### src/rtl/key_debouncer.sv
// key_debouncer: two-flop synchroniser plus a four-state stability FSM that
// turns a bouncing, asynchronous push-button pin into a clean level with
// one-cycle press/release strobes. All outputs are registered, so the
// debounced level only moves on commit edges.
module key_debouncer #(
  parameter int   STABLE_CYCLES = 50000,
  parameter int   CNT_WIDTH     = 16,
  parameter logic IDLE_LEVEL    = 1'b1
) (
  input  logic Clock,
  input  logic Reset,
  input  logic KeyIn,
  output logic DebounceOut,
  output logic PressPulse,
  output logic ReleasePulse
);

  localparam logic [1:0] RELEASED     = 2'd0;
  localparam logic [1:0] WAIT_PRESS   = 2'd1;
  localparam logic [1:0] PRESSED      = 2'd2;
  localparam logic [1:0] WAIT_RELEASE = 2'd3;

  // Count value reached on the (STABLE_CYCLES-1)-th differing sample; the
  // next differing sample is the STABLE_CYCLES-th one and commits.
  localparam logic [CNT_WIDTH-1:0] CNT_LAST = CNT_WIDTH'(STABLE_CYCLES - 1);
  localparam logic [CNT_WIDTH-1:0] CNT_ONE  = CNT_WIDTH'(1);

  logic                 r_s1;
  logic                 r_key_s;
  logic [1:0]           r_state;
  logic [1:0]           w_state_nx;
  logic [CNT_WIDTH-1:0] r_cnt;
  logic [CNT_WIDTH-1:0] w_cnt_nx;
  logic                 r_out;
  logic                 w_out_nx;
  logic                 r_press;
  logic                 w_press_nx;
  logic                 r_rel;
  logic                 w_rel_nx;
  logic                 w_differs;

  assign w_differs = (r_key_s != r_out);

  // Two-flop synchroniser; resets to the released level so no false press
  // is seen while the chain refills after reset.
  always_ff @(posedge Clock or posedge Reset) begin
    if (Reset) begin
      r_s1    <= IDLE_LEVEL;
      r_key_s <= IDLE_LEVEL;
    end else begin
      r_s1    <= KeyIn;
      r_key_s <= r_s1;
    end
  end

  // Next-state logic: count consecutive synchronised samples that differ
  // from the current debounced level; any agreeing sample abandons the run.
  always_comb begin
    w_state_nx = r_state;
    w_cnt_nx   = r_cnt;
    w_out_nx   = r_out;
    w_press_nx = 1'b0;
    w_rel_nx   = 1'b0;
    case (r_state)
      RELEASED: begin
        if (w_differs) begin
          w_state_nx = WAIT_PRESS;
          w_cnt_nx   = CNT_ONE;
        end else begin
          w_cnt_nx   = '0;
        end
      end
      WAIT_PRESS: begin
        if (!w_differs) begin
          w_state_nx = RELEASED;
          w_cnt_nx   = '0;
        end else if (r_cnt == CNT_LAST) begin
          w_state_nx = PRESSED;
          w_cnt_nx   = '0;
          w_out_nx   = ~IDLE_LEVEL;
          w_press_nx = 1'b1;
        end else begin
          w_cnt_nx   = r_cnt + CNT_ONE;
        end
      end
      PRESSED: begin
        if (w_differs) begin
          w_state_nx = WAIT_RELEASE;
          w_cnt_nx   = CNT_ONE;
        end else begin
          w_cnt_nx   = '0;
        end
      end
      WAIT_RELEASE: begin
        if (!w_differs) begin
          w_state_nx = PRESSED;
          w_cnt_nx   = '0;
        end else if (r_cnt == CNT_LAST) begin
          w_state_nx = RELEASED;
          w_cnt_nx   = '0;
          w_out_nx   = IDLE_LEVEL;
          w_rel_nx   = 1'b1;
        end else begin
          w_cnt_nx   = r_cnt + CNT_ONE;
        end
      end
      default: begin
        w_state_nx = RELEASED;
        w_cnt_nx   = '0;
        w_out_nx   = IDLE_LEVEL;
      end
    endcase
  end

  // State, counter and registered outputs; reset discards any partial run.
  always_ff @(posedge Clock or posedge Reset) begin
    if (Reset) begin
      r_state <= RELEASED;
      r_cnt   <= '0;
      r_out   <= IDLE_LEVEL;
      r_press <= 1'b0;
      r_rel   <= 1'b0;
    end else begin
      r_state <= w_state_nx;
      r_cnt   <= w_cnt_nx;
      r_out   <= w_out_nx;
      r_press <= w_press_nx;
      r_rel   <= w_rel_nx;
    end
  end

  assign DebounceOut  = r_out;
  assign PressPulse   = r_press;
  assign ReleasePulse = r_rel;

endmodule

### config.mk
export PLATFORM = sky130hd
export DESIGN_NAME = key_debouncer
export DESIGN_NICKNAME = d
export VERILOG_FILES = /design/src/rtl/key_debouncer.sv
export SDC_FILE = /design/constraint.sdc
export NUM_CORES = 1
export LEC_CHECK = 0
export CORE_AREA = 2 2 51 48
export DETAILED_ROUTE_END_ITERATION = 10
export DIE_AREA = 0 0 53 50
export PLACE_DENSITY = 0.84
export RECOVER_POWER = 100
export SETUP_SLACK_MARGIN = 0.5
export SYNTH_ARGS = -nofsm -noshare
export SYNTH_HDL_FRONTEND = slang
export SYNTH_SLANG_ARGS = --single-unit
### constraint.sdc
create_clock -name Clock -period 2.86 [get_ports Clock]
set_input_delay 0.286 -clock Clock [delete_from_list [all_inputs] [get_ports Clock]]
set_output_delay 0.286 -clock Clock [all_outputs]
set_load 0.01 [all_outputs]
==> metrics.yaml <==
sta:
  fin_skew_ns: 0.006883
  final_max_slew_viol_count: 0
  hold_viol_final: 0
  fin_crit_sh: 0.7133
  min_period_ns: 2.040
  setup_tns_ns: 0
  setup_viol: 0
  fin_ws_ns: 0.8199
  max_freq_mhz: 490.2
  relSlewSlack: 0.4401
  rsz0062_at_grt: "false"
  tightest_slew_ns: 0.8390
route:
  vias: 732
  drc: 0
  wl_per_cell_microns: 14.85
  vias_per_cell: 5.545
  drt-initial-drc-count: 5
  drtAntennaViolNets: 0
  wl_microns: 1960
  drt-pass1-iter-count: 5
finish:
  final_core_util: 0.5833
  layout_common_cells: "dfrtp_1, nor2_1, xnor2_1"
  nets: 110
  area_growth_pct: 2.618
  final_area_sq_mm: 0.001226
  layout_commonest_cell: "dfrtp_1"
  antenna_cells: 0
  drive_above_1_share: 0.1810
clocking:
  clock_latency_ns: 0.31
  cts_buffers: 3
  clkSinkCount: 23
  cts.path.max_buffers: 2
  clk_pin_slew_ns: 0.13
  ctsHoldBuffers: 0
  cts_resized: 0
  post_cts_buffers: 0
  cts_root_buf: "clkbuf_4"
  htree_levels: 1
  cts_tree: "yes"
synthesis:
  synth_top_family_by_area: "simple AND/OR/NAND/NOR gates"
  synth_top_cell_by_area: "dfrtp_1"
  syn_nets: 101
  ys_types: 28
  ys_seq_elements: 23
  netlist_area_sq_mm: 0.001195
  synth_adder_area_share: 0.01047
  synthXorXnorAreaFrac: 0.1173
  synthMuxAreaShare: 0.009424
  synth_simple_gate_area_frac: 0.3351
  synth_top_cell_area_share: 0.4188
  synth_compound_area_frac: 0.01047
  yosysSeqAreaShare: 0.4848
  synthTopCellsByArea: "dfrtp_1, xnor2_1, dfstp_2"
  yosys_most_used_dff: "dfrtp_1"
  ys_warn_count: 0
  async_flop_share: 1.000
  synth.avg_cell_area_sq_um: 12.32
  synth_cells: 97
  synth_edf_count: 0
placed_design:
  post-place-ws_ns: 1.228
  globalplace.congestion: 0.8058
  dpl_cell_area_sq_mm: 0.001259
  place_hpwl_microns: 1439
  numPortBuffers: 5
floorplan:
  dieArea_sq_mm: 0.002650
  rows: 16
  ios: 6
  start_util: 0.5685
  die_x_microns: 53
  core_sq_mm: 0.002102
  die-height_microns: 50
setup_path:
  critPathLaunchType: "flop"
  required_ns: 3.11
  crit_fanout: 8
  worstSetupPathType: "reg -> reg"
  end_kind: "flop"
  critPathArrivalTime_ns: 2.29
power:
  p_per_area_mw_per_mm2: 410.4
  leakagePower_nw: 0.4909
  p_total_w: 0.0005033
  ir_drop_uv: 332.7
global_route:
  grt_pass1_wl_microns: 3450
  grt_usage: 0.1762
  grt_pass1_vias: 803
  grt_max_degree: 24
  grt_antenna_before_repair: 0
  gr-total-overflow: 0
outcome:
  status: "finished clean"
hold_path:
  hold_class: "reg -> reg"
run:
  max_cap_viol_count: 0
-- synthesized netlist by cell type (all sizes together), types with 2 or more instances --
cell and number:
and2 2, and4bb 2, dfrtp 20, dfstp 3, inv 5, nand2 4
nand3 6, nand4 3, nor2 20, nor3 4, nor4 4, xnor2 13
xor2 3
-- kinds of logic after synthesis --
group           after synthesis
simple gates                 48
buf+inv                       6
flops                        23
xor+xnor                     16
compound gates                2
mux                           1
fa+ha+maj                     1
-- where the power goes --
part	internal (W)	switching (W)
Clock	0.0000523	0.0000970
Combinational	0.00000557	0.0000142
Sequential	0.000330	0.00000390
Total	0.000388	0.000115
-- worst max-delay path: stages (launching register included) --
cell	delay, ns
dfrtp_1	0.43
ha_1	0.22
nand3_1	0.31
nand4b_1	0.40
nor2_1	0.27
mux2_1	0.35
-- layout make-up --
type	count	area [sq um]
repair buffers	5	50.05
inverters	5	18.77
flip-flops and latches	23	579.3
fillers	181	875.8
well taps	27	33.78
clock inverters	1	5.005
clock buffers	3	22.52
multi-input cells	68	516.7
-- metrics by stage --
stage	hold slack, ns	std cells
6_report	0.3649	132
5_1_grt	0.3676	132
4_1_cts	0.3660	132
3_5_place_dp	0.3479	128
3_3_place_gp	0.3468	128
2_1_floorplan	0.2857	97
-- final timing paths --
check	startpoint	to	slack, ns	cells past startpoint
worst max-delay path	r_cnt[0]$_DFF_PP0_	DebounceOut$_DFFE_PP1P_	0.82	5
worst min-delay path	r_s1$_DFF_PP1_	r_key_s$_DFF_PP1_	0.36	0
worst max register to register	r_cnt[0]$_DFF_PP0_	DebounceOut$_DFFE_PP1P_	0.82	5
worst min register to register	r_s1$_DFF_PP1_	r_key_s$_DFF_PP1_	0.36	0
max in group asynchronous	Reset	r_cnt[15]$_DFF_PP0_	1.78	2
min in group asynchronous	Reset	r_state[1]$_DFFE_PP0P_	0.56	2
-- flip-flops by register name (all words and copies together), names as in the netlist --
| register | flops |
|---|---|
| DebounceOut | 1 |
| r_state | 2 |
| r_s1 | 1 |
| ReleasePulse | 1 |
| r_cnt | 16 |
| PressPulse | 1 |
| r_key_s | 1 |
-- per-layer routing --
metal | global-route usage | up-vias | routed length, microns
li1 | - | 343 | -
met1 | 0.2147 | 375 | 813
met2 | 0.3146 | 9 | 1075
met3 | 0.01818 | 5 | 43
met4 | 0.06410 | 0 | 28
met5 | 0 | - | 0
No activity file was read; power rests on OpenSTA's default activity.
